==> config.mk <==
export PLATFORM = sky130hd
export DESIGN_NAME = dmem_port_arbiter_flat
export DESIGN_NICKNAME = d
export VERILOG_FILES = /design/src/rtl/dmem_arb_pkg.sv /design/src/rtl/dmem_port_arbiter_if.sv /design/src/rtl/dmem_port_arbiter_sat_cnt4.sv /design/src/rtl/dmem_port_arbiter.sv /design/src/flat_wrapper.sv
export SDC_FILE = /design/constraint.sdc
export NUM_CORES = 1
export LEC_CHECK = 0
export ABC_CLOCK_PERIOD_IN_PS = 2330
export CELL_PAD_IN_SITES_DETAIL_PLACEMENT = 1
export CELL_PAD_IN_SITES_GLOBAL_PLACEMENT = 2
export CORE_MARGIN = 2
export CORE_UTILIZATION = 19
export DETAILED_ROUTE_END_ITERATION = 10
export MAX_ROUTING_LAYER = met4
export PLACE_DENSITY_LB_ADDON = 0.1
export SETUP_SLACK_MARGIN = 0.3
export SKIP_LAST_GASP = 1
export SLEW_MARGIN = 30
export SYNTH_ARGS = -nofsm -noshare
export SYNTH_HDL_FRONTEND = slang
export SYNTH_SLANG_ARGS = --single-unit
==> constraint.sdc <==
create_clock -name CLK -period 2.33 [get_ports CLK]
set_input_delay 0.233 -clock CLK [delete_from_list [all_inputs] [get_ports CLK]]
set_output_delay 0.233 -clock CLK [all_outputs]
set_load 0.05 [all_outputs]
==> src/rtl/dmem_arb_pkg.sv <==
// Shared types and port indices for the data-memory port arbiter.
package dmem_arb_pkg;
    typedef enum logic {ARB = 1'b0, LOCK1 = 1'b1} arb_state_t;
    localparam int PORT_CPU = 0;
    localparam int PORT_LDR = 1;
endpackage

==> src/rtl/dmem_port_arbiter_if.sv <==
// Bundle of both master ports plus the data-memory side of the arbiter.
interface dmem_port_arbiter_if #(
    parameter int ADDR_W = 32,
    parameter int DATA_W = 32
);
    logic              m0_req;
    logic              m0_we;
    logic [ADDR_W-1:0] m0_addr;
    logic [DATA_W-1:0] m0_wdata;
    logic              m0_gnt;
    logic [DATA_W-1:0] m0_rdata;
    logic              m0_rvalid;
    logic              m1_req;
    logic              m1_we;
    logic              m1_lock;
    logic [ADDR_W-1:0] m1_addr;
    logic [DATA_W-1:0] m1_wdata;
    logic              m1_gnt;
    logic [DATA_W-1:0] m1_rdata;
    logic              m1_rvalid;
    logic              mem_we;
    logic              mem_re;
    logic [ADDR_W-1:0] mem_addr;
    logic [DATA_W-1:0] mem_wdata;
    logic [DATA_W-1:0] mem_rdata;
    logic              cpu_stall;

    modport slave (
        input  m0_req, m0_we, m0_addr, m0_wdata,
        output m0_gnt, m0_rdata, m0_rvalid,
        input  m1_req, m1_we, m1_lock, m1_addr, m1_wdata,
        output m1_gnt, m1_rdata, m1_rvalid,
        output mem_we, mem_re, mem_addr, mem_wdata,
        input  mem_rdata,
        output cpu_stall
    );

    modport master (
        output m0_req, m0_we, m0_addr, m0_wdata,
        input  m0_gnt, m0_rdata, m0_rvalid,
        output m1_req, m1_we, m1_lock, m1_addr, m1_wdata,
        input  m1_gnt, m1_rdata, m1_rvalid,
        input  mem_we, mem_re, mem_addr, mem_wdata,
        output mem_rdata,
        input  cpu_stall
    );
endinterface

==> src/rtl/dmem_port_arbiter_sat_cnt4.sv <==
// 4-bit counter that stops at a limit; clear wins over increment.
module sat_cnt4 (
    input  logic       clk,
    input  logic       rst_n,
    input  logic       inc,
    input  logic       clr,
    input  logic [3:0] limit,
    output logic [3:0] cnt
);
    logic [3:0] cnt_reg;

    always_ff @(posedge clk or negedge rst_n) begin
        if (!rst_n)
            cnt_reg <= 4'd0;
        else if (clr)
            cnt_reg <= 4'd0;
        else if (inc && (cnt_reg != limit))
            cnt_reg <= cnt_reg + 4'd1;
    end

    assign cnt = cnt_reg;
endmodule

==> src/rtl/dmem_port_arbiter.sv <==
// Two-master arbiter for the data-memory port: CPU has priority, loader is
// protected by a starvation counter and may lock the port for bounded bursts.
module dmem_port_arbiter
    import dmem_arb_pkg::*;
#(
    parameter int MAX_WAIT  = 4,
    parameter int BURST_MAX = 8
) (
    input  logic CLK,
    input  logic rst_n,
    dmem_port_arbiter_if.slave bus
);
    localparam logic [3:0] WAIT_LIM  = 4'(MAX_WAIT);
    localparam logic [3:0] BURST_LIM = 4'(BURST_MAX);
    localparam logic [3:0] BURST_END = 4'(BURST_MAX - 1);

    arb_state_t state_reg, state_next;
    logic       slot_reg, slot_next;
    logic [1:0] gnt;
    logic [3:0] wait_cnt, burst_cnt;
    logic       burst_inc, burst_clr, burst_last;
    logic       m0_rd_acc, m1_rd_acc;

    // Grants are combinational and forced low while reset is asserted.
    always_comb begin
        gnt = 2'b00;
        if (rst_n) begin
            if (state_reg == LOCK1)
                gnt[PORT_LDR] = bus.m1_req;
            else if (slot_reg && bus.m0_req)
                gnt[PORT_CPU] = 1'b1;
            else if (bus.m0_req && bus.m1_req) begin
                if (wait_cnt == WAIT_LIM)
                    gnt[PORT_LDR] = 1'b1;
                else
                    gnt[PORT_CPU] = 1'b1;
            end else begin
                gnt[PORT_CPU] = bus.m0_req;
                gnt[PORT_LDR] = bus.m1_req;
            end
        end
    end

    // The beat that brings the burst to BURST_MAX ends it and books a CPU slot.
    assign burst_last = gnt[PORT_LDR] && bus.m1_lock && (burst_cnt == BURST_END);

    always_comb begin
        state_next = state_reg;
        slot_next  = 1'b0;
        burst_inc  = 1'b0;
        burst_clr  = 1'b0;
        case (state_reg)
            ARB: begin
                if (gnt[PORT_LDR] && bus.m1_lock) begin
                    if (burst_last)
                        slot_next = 1'b1;
                    else begin
                        state_next = LOCK1;
                        burst_inc  = 1'b1;
                    end
                end
            end
            LOCK1: begin
                if (!bus.m1_req || !bus.m1_lock || burst_last) begin
                    state_next = ARB;
                    burst_clr  = 1'b1;
                    slot_next  = burst_last;
                end else
                    burst_inc = 1'b1;
            end
            default: state_next = ARB;
        endcase
    end

    sat_cnt4 u_wait_cnt (
        .clk   (CLK),
        .rst_n (rst_n),
        .inc   (bus.m1_req && !gnt[PORT_LDR]),
        .clr   (gnt[PORT_LDR] || !bus.m1_req),
        .limit (WAIT_LIM),
        .cnt   (wait_cnt)
    );

    sat_cnt4 u_burst_cnt (
        .clk   (CLK),
        .rst_n (rst_n),
        .inc   (burst_inc),
        .clr   (burst_clr),
        .limit (BURST_LIM),
        .cnt   (burst_cnt)
    );

    assign m0_rd_acc = gnt[PORT_CPU] && !bus.m0_we;
    assign m1_rd_acc = gnt[PORT_LDR] && !bus.m1_we;

    always_ff @(posedge CLK or negedge rst_n) begin
        if (!rst_n) begin
            state_reg     <= ARB;
            slot_reg      <= 1'b0;
            bus.m0_rdata  <= '0;
            bus.m0_rvalid <= 1'b0;
            bus.m1_rdata  <= '0;
            bus.m1_rvalid <= 1'b0;
        end else begin
            state_reg     <= state_next;
            slot_reg      <= slot_next;
            bus.m0_rvalid <= m0_rd_acc;
            bus.m1_rvalid <= m1_rd_acc;
            if (m0_rd_acc)
                bus.m0_rdata <= bus.mem_rdata;
            if (m1_rd_acc)
                bus.m1_rdata <= bus.mem_rdata;
        end
    end

    assign bus.m0_gnt    = gnt[PORT_CPU];
    assign bus.m1_gnt    = gnt[PORT_LDR];
    assign bus.mem_we    = (gnt[PORT_CPU] && bus.m0_we) || (gnt[PORT_LDR] && bus.m1_we);
    assign bus.mem_re    = m0_rd_acc || m1_rd_acc;
    assign bus.mem_addr  = gnt[PORT_LDR] ? bus.m1_addr  : (gnt[PORT_CPU] ? bus.m0_addr  : '0);
    assign bus.mem_wdata = gnt[PORT_LDR] ? bus.m1_wdata : (gnt[PORT_CPU] ? bus.m0_wdata : '0);
    assign bus.cpu_stall = rst_n && bus.m0_req && !gnt[PORT_CPU];
endmodule

==> src/flat_wrapper.sv <==
// flat-port wrapper written by rule: the top's interface ports become plain ports
module dmem_port_arbiter_flat import dmem_arb_pkg::*;
#(
    parameter int MAX_WAIT  = 4,
    parameter int BURST_MAX = 8
)
  (CLK, rst_n, bus_m0_req, bus_m0_we, bus_m0_addr, bus_m0_wdata, bus_m0_gnt, bus_m0_rdata, bus_m0_rvalid, bus_m1_req, bus_m1_we, bus_m1_lock, bus_m1_addr, bus_m1_wdata, bus_m1_gnt, bus_m1_rdata, bus_m1_rvalid, bus_mem_we, bus_mem_re, bus_mem_addr, bus_mem_wdata, bus_mem_rdata, bus_cpu_stall);
  dmem_port_arbiter_if #(.ADDR_W(32), .DATA_W(32)) bus_i ();
  input  logic CLK;
  input  logic rst_n;
  input wire logic [$bits(bus_i.m0_req)-1:0] bus_m0_req;
  input wire logic [$bits(bus_i.m0_we)-1:0] bus_m0_we;
  input wire logic [$bits(bus_i.m0_addr)-1:0] bus_m0_addr;
  input wire logic [$bits(bus_i.m0_wdata)-1:0] bus_m0_wdata;
  output wire logic [$bits(bus_i.m0_gnt)-1:0] bus_m0_gnt;
  output wire logic [$bits(bus_i.m0_rdata)-1:0] bus_m0_rdata;
  output wire logic [$bits(bus_i.m0_rvalid)-1:0] bus_m0_rvalid;
  input wire logic [$bits(bus_i.m1_req)-1:0] bus_m1_req;
  input wire logic [$bits(bus_i.m1_we)-1:0] bus_m1_we;
  input wire logic [$bits(bus_i.m1_lock)-1:0] bus_m1_lock;
  input wire logic [$bits(bus_i.m1_addr)-1:0] bus_m1_addr;
  input wire logic [$bits(bus_i.m1_wdata)-1:0] bus_m1_wdata;
  output wire logic [$bits(bus_i.m1_gnt)-1:0] bus_m1_gnt;
  output wire logic [$bits(bus_i.m1_rdata)-1:0] bus_m1_rdata;
  output wire logic [$bits(bus_i.m1_rvalid)-1:0] bus_m1_rvalid;
  output wire logic [$bits(bus_i.mem_we)-1:0] bus_mem_we;
  output wire logic [$bits(bus_i.mem_re)-1:0] bus_mem_re;
  output wire logic [$bits(bus_i.mem_addr)-1:0] bus_mem_addr;
  output wire logic [$bits(bus_i.mem_wdata)-1:0] bus_mem_wdata;
  input wire logic [$bits(bus_i.mem_rdata)-1:0] bus_mem_rdata;
  output wire logic [$bits(bus_i.cpu_stall)-1:0] bus_cpu_stall;
  assign bus_i.m0_req = bus_m0_req;
  assign bus_i.m0_we = bus_m0_we;
  assign bus_i.m0_addr = bus_m0_addr;
  assign bus_i.m0_wdata = bus_m0_wdata;
  assign bus_m0_gnt = bus_i.m0_gnt;
  assign bus_m0_rdata = bus_i.m0_rdata;
  assign bus_m0_rvalid = bus_i.m0_rvalid;
  assign bus_i.m1_req = bus_m1_req;
  assign bus_i.m1_we = bus_m1_we;
  assign bus_i.m1_lock = bus_m1_lock;
  assign bus_i.m1_addr = bus_m1_addr;
  assign bus_i.m1_wdata = bus_m1_wdata;
  assign bus_m1_gnt = bus_i.m1_gnt;
  assign bus_m1_rdata = bus_i.m1_rdata;
  assign bus_m1_rvalid = bus_i.m1_rvalid;
  assign bus_mem_we = bus_i.mem_we;
  assign bus_mem_re = bus_i.mem_re;
  assign bus_mem_addr = bus_i.mem_addr;
  assign bus_mem_wdata = bus_i.mem_wdata;
  assign bus_i.mem_rdata = bus_mem_rdata;
  assign bus_cpu_stall = bus_i.cpu_stall;
  dmem_port_arbiter #(.MAX_WAIT(MAX_WAIT), .BURST_MAX(BURST_MAX)) u_core (.CLK(CLK), .rst_n(rst_n), .bus(bus_i));
endmodule
# After elaboration in Yosys (flattened, before gate mapping)
# Cells that the tools add are included.
[totals]
register_bits = 76
in_bits = 167
out_inout_bits = 135
[classes]
addsub = 2
eq_ne = 4
muxes = 26
n_bitwise = 1
n_reduce_logical = 26
[op_table]
columns = ["operator", "count"]
rows = [
  ["$mux W32", 4],
  ["$mux W4", 4],
  ["$mux W1", 14],
  ["$logic_and A1 B1 Y1", 13],
  ["$add A4 B1 Y4 const B", 2],
  ["$eq A4 B3 Y1 const B", 2],
  ["$logic_not A1 Y1", 6],
  ["$logic_or A1 B1 Y1", 5],
  ["$mux W2", 2],
  ["$ne A4 B3 Y1 const B", 1],
  ["$ne A4 B4 Y1 const B", 1],
  ["$pmux W1 S2", 2],
  ["$reduce_bool A2 Y1", 2],
  ["$not A1 Y1", 1],
]

# Depth between registers and ports, before layout
[depth]
ltp_word = 14
ltp_mapped = 8

# By module
# From an unflattened synthesis, not the netlist that was laid out.
[unflattened]
hier_cells = 438
hier_area_um2 = 4327.9
[by_module_without_submodules]
columns = ["mod", "instances", "cells_per_inst", "area_each_um2", "seq_area_each_um2"]
rows = [
  ["dmem_port_arbiter", 1, 394, 3827.4, 1701.6],
  ["sat_cnt4", 2, 22, 250.2, 100.1],
]

# Worst setup path after synthesis
# Ideal clock, no wire load.
[synth_path]
path_kind = "reg2out"
start = "reg u_core.u_wait_cnt.cnt_reg[0], in the netlist u_core.u_wait_cnt.cnt[0]"
end = "out bus_cpu_stall"
arrival_ns = 2.237
required_ns = 2.097
slack_ns = -0.140
stages_incl_launch_ff = 7
cell_sequence = "dfrtp_1 > inv_1 > ha_1 > nand4bb_4 > o211a_1 > clkbuf_1 > nor2_1"
[synth_via]
elab_chain_cells = 8
[synth_lines]
columns = ["item", "line", "source"]
rows = [
  ["start: declaration", "dmem_port_arbiter_sat_cnt4.sv:10", "logic [3:0] cnt_reg;"],
  ["start signal: assignment", "dmem_port_arbiter_sat_cnt4.sv:18", "cnt_reg <= cnt_reg + 4'd1;"],
  ["$eq A4 B3 Y1", "dmem_port_arbiter.sv:33", "if (wait_cnt == WAIT_LIM)"],
  ["$mux W1", "dmem_port_arbiter.sv:33", ""],
  ["$mux W2", "dmem_port_arbiter.sv:32", "else if (bus.m0_req && bus.m1_req) begin"],
  ["$mux W1", "dmem_port_arbiter.sv:30", "else if (slot_reg && bus.m0_req)"],
  ["$mux W1", "dmem_port_arbiter.sv:28", "if (state_reg == LOCK1)"],
  ["$mux W2", "dmem_port_arbiter.sv:27", "if (rst_n) begin"],
  ["via bus_m0_gnt", "flat_wrapper.sv:15", "output wire logic [$bits(bus_i.m0_gnt)-1:0] bus_m0_gnt;"],
  ["$logic_not A1 Y1", "dmem_port_arbiter.sv:122", "assign bus.cpu_stall = rst_n && bus.m0_req && !gnt[PORT_CPU];"],
  ["$logic_and A1 B1 Y1", "dmem_port_arbiter.sv:122", ""],
  ["end: declaration", "flat_wrapper.sv:31", "output wire logic [$bits(bus_i.cpu_stall)-1:0] bus_cpu_stall;"],
]
# The timed path passes the listed nets, and every way through them passes these cells.

# Worst setup path after layout
[layout_path]
start = "reg u_core.u_wait_cnt.cnt_reg[1], in the netlist u_core.u_wait_cnt.cnt[1]"
end = "out bus_mem_addr[30]"
[layout_via]
elab_chain_cells = 8
elab_cells_between_ends = 11
classes_between = "1 x eq/ne; 10 x mux"
[layout_lines]
columns = ["item", "line", "source"]
rows = [
  ["$eq A4 B3 Y1 *", "dmem_port_arbiter.sv:33", ""],
  ["$mux W1", "dmem_port_arbiter.sv:33", ""],
  ["$mux W2 *", "dmem_port_arbiter.sv:32", ""],
  ["$mux W1", "dmem_port_arbiter.sv:30", ""],
  ["$mux W1", "dmem_port_arbiter.sv:28", ""],
  ["$mux W2 *", "dmem_port_arbiter.sv:27", ""],
  ["$mux W32", "dmem_port_arbiter.sv:120", "assign bus.mem_addr = gnt[PORT_LDR] ? bus.m1_addr : (gnt[PORT_CPU] ? bus.m0_addr : '0);"],
  ["$mux W32 *", "dmem_port_arbiter.sv:120", ""],
  ["end: declaration", "flat_wrapper.sv:28", "output wire logic [$bits(bus_i.mem_addr)-1:0] bus_mem_addr;"],
]
# Mark *: on every way between the ends. The rest lies on a longest branch, timed or not.

==> results.sh <==
export IMPL_cts_made_buffers=9
export IMPL_cts_sinks=76
export IMPL_clkTransAtPathRegs_ns=0.06
export IMPL_grt_pass1_vias=4261
export IMPL_dpl_hpwl_mm=13.4
export IMPL_synthFlopType="dfrtp_1"
export IMPL_grt_max_degree=77
export IMPL_r2r_start="u_core.state_reg$_DFF_PN0_"
export IMPL_grt_use_total_pct=16.5
export IMPL_clk_latency_ns=0.34
export IMPL_root_buffer="clkbuf_16"
export IMPL_grt_pass1_wl_mm=25.9
export IMPL_crit_path_end="bus_mem_addr[30]"
export IMPL_synthTopCellsByCount="dfrtp_1, a22o_1, mux2_2"
export IMPL_dp_cells=848
export IMPL_drv_cap=0
export IMPL_status="finished, final reports clean"
export IMPL_final_cells=881
export IMPL_ys_ff_latch=76
export IMPL_drtIter0Drc=129
export IMPL_fp_dieH_um=147
export IMPL_clock_fmax_ghz=0.434
export IMPL_hold_path_class="input port to async pin"
export IMPL_synth_avg_cell_area_um2=13.2
export IMPL_async_flop_share_pct=100
export IMPL_wl_per_cell_um=20.3
export IMPL_drive_gt1_share_pct=37.4
export IMPL_grt_antenna_before_repair=1
export IMPL_synth_top_cell_by_area="dfrtp_1"
export IMPL_detailed_place_area_um2=7950
export IMPL_cts_max_level=3
export IMPL_ant_nets=0
export IMPL_grt_ovfl_total=0
export IMPL_synthCells=292
export IMPL_start_util_pct=19.2
export IMPL_yosys_warnings=0
export IMPL_drc=0
export IMPL_synth_edf_count=0
export IMPL_finalCriticalPeriod_ns=2.30
export IMPL_die_width_um=147
export IMPL_reg2reg_to="u_core.bus.m0_rdata[26]$_DFFE_PN0P_"
export IMPL_firstDrtPassIters=6
export IMPL_cp_end_kind="primary output"
export IMPL_fin_crit_sh_pct=98.8
export IMPL_yosysMostFrequentCell="dfrtp_1"
export IMPL_top_regs="u_core.bus.m0_rdata (32), u_core.bus.m1_rdata (32)"
export IMPL_rsz0062_at_grt="yes"
export IMPL_maxSlewHeadroom_pct=53.1
export IMPL_num_vias=3805
export IMPL_dieArea_um2=21500
export IMPL_nets=776
export IMPL_critPathArrivalTime_ns=2.07
export IMPL_netlist_area_um2=3860
export IMPL_core_um2=20100
export IMPL_port_buffers=301
export IMPL_place_congestion=0.807
export IMPL_final_hold_violation_count=0
export IMPL_worstPathMaxFanout=34
export IMPL_rows=52
export IMPL_required_ns=2.10
export IMPL_crit_start="u_core.u_wait_cnt.cnt[1]$_DFFE_PN0P_"
export IMPL_yosysUniqueCellTypes=36
export IMPL_p_leak_uw=0.00353
export IMPL_fin_area_um2=8560
export IMPL_r2r_slack_ns=0.29
export IMPL_via_per_inst=4.32
export IMPL_critPathKind="flop to primary output"
export IMPL_synth_top_area_share_pct=49.2
export IMPL_cts_tree="built"
export IMPL_fin_util_pct=42.6
export IMPL_startpoint_type="flop"
export IMPL_synthTopCellsByArea="dfrtp_1, a22o_1, mux2_4, mux2_2, ha_1"
export IMPL_wirelength_mm=17.8
export IMPL_fin_skew_ns=0.00990
export IMPL_ir_drop_v=0.000377
export IMPL_worstRegToRegCells=6
export IMPL_area_growth_pct=121
export IMPL_ios=302
export IMPL_worst_pin_slew_ns=0.704
export IMPL_seq_area_frac_synth_pct=49.2
export IMPL_powerDensity_nw_per_um2=743
export IMPL_slew_violations=0
export IMPL_synth_nets=463
export IMPL_clk_path_buf_depth=2
export IMPL_setup_violations=0
[metal layers]
layer | routed length (um) | GRT usage (%) | up-vias
met5 | 0 | - | -
met4 | 187 | 4.13 | 0
li1 | - | - | 1731
met1 | 7080 | 18.7 | 1887
met2 | 9380 | 28.9 | 178
met3 | 1200 | 4.56 | 9
[area by class of cell]
type,count,area [um2]
Inverter,7,26.3
Timing Repair Buffer,325,4050
Clock buffer,11,233
Tap cell,270,338
Clock inverter,5,60.1
Multi-Input combinational cell,186,1950
Antenna cell,1,2.50
Sequential cell,76,1900
Fill cell,2066,11500
[layout by cell type (no fill, tap or decap), types with 4 or more instances in the layout]
| master | count |
|---|---|
| clkdlybuf4s50_1 | 231 |
| dfrtp_1 | 75 |
| buf_12 | 72 |
| a22o_2 | 39 |
| mux2_2 | 36 |
| mux2_4 | 28 |
| a22o_1 | 22 |
| buf_4 | 11 |
| clkbuf_16 | 10 |
| nand2_1 | 8 |
| a22o_4 | 6 |
| nor2_1 | 6 |
| inv_1 | 5 |
| nand3_1 | 4 |
| buf_16 | 4 |
[worst min path at each step]
stage,to
2_1_floorplan,u_core.bus.m0_rdata[0]$_DFFE_PN0P_
3_3_place_gp,u_core.slot_reg$_DFF_PN0_
3_5_place_dp,u_core.slot_reg$_DFF_PN0_
4_1_cts,u_core.u_wait_cnt.cnt[0]$_DFFE_PN0P_
5_1_grt,u_core.u_wait_cnt.cnt[0]$_DFFE_PN0P_
6_report,u_core.u_wait_cnt.cnt[0]$_DFFE_PN0P_
[power breakdown]
part	total [uW]	internal, uW	switching (uW)
Sequential	1790	1610	181
Clock	1400	834	563
Combinational	3180	1410	1760
[critical path, cell delays in order (launching register included)]
cell and delay (ns):
dfrtp_1 0.39, inv_2 0.08, ha_4 0.15, nand4bb_4 0.14, o211a_4 0.31, buf_16 0.18
a22o_2 0.30, buf_12 0.15
[stage by stage]
stage	total power (uW)	hold WS, ns	TNS, ns	setup WS [ns]
2_1_floorplan	3530	-0.0626	0	0.229
3_3_place_gp	4900	0.0453	0	0.0971
3_5_place_dp	4940	0.0459	0	0.0786
4_1_cts	6420	0.123	-0.123	-0.0145
5_1_grt	6640	0.157	-3.02	-0.0587
6_report	6360	0.0923	0	0.0283
[cells by family (layout without fill, tap and decap cells)]
kind of cell               Yosys count  count (layout)  share of synthesized area (%)
adders and majority gates            4               4                           1.30
muxes                               65              65                           21.6
xor gates and xnor gates             1               1                          0.227
other                                0               1                              0
and+or+nand+nor                     34              34                           5.25
AOI/OAI and AO/OA                   82              82                           18.0
DFF                                 76              76                           49.2
buffers and inverters               30             348                           4.34
[timing repair]
item,CTS,global route
endpoints found under the hold margin,1,0
hold buffers,1,0
resized for setup,12,12
buffers inserted,8,3
pin swaps,3,1
setup endpoints to repair,103,117
cloned,3,1
(Power assumes the default switching activity.)
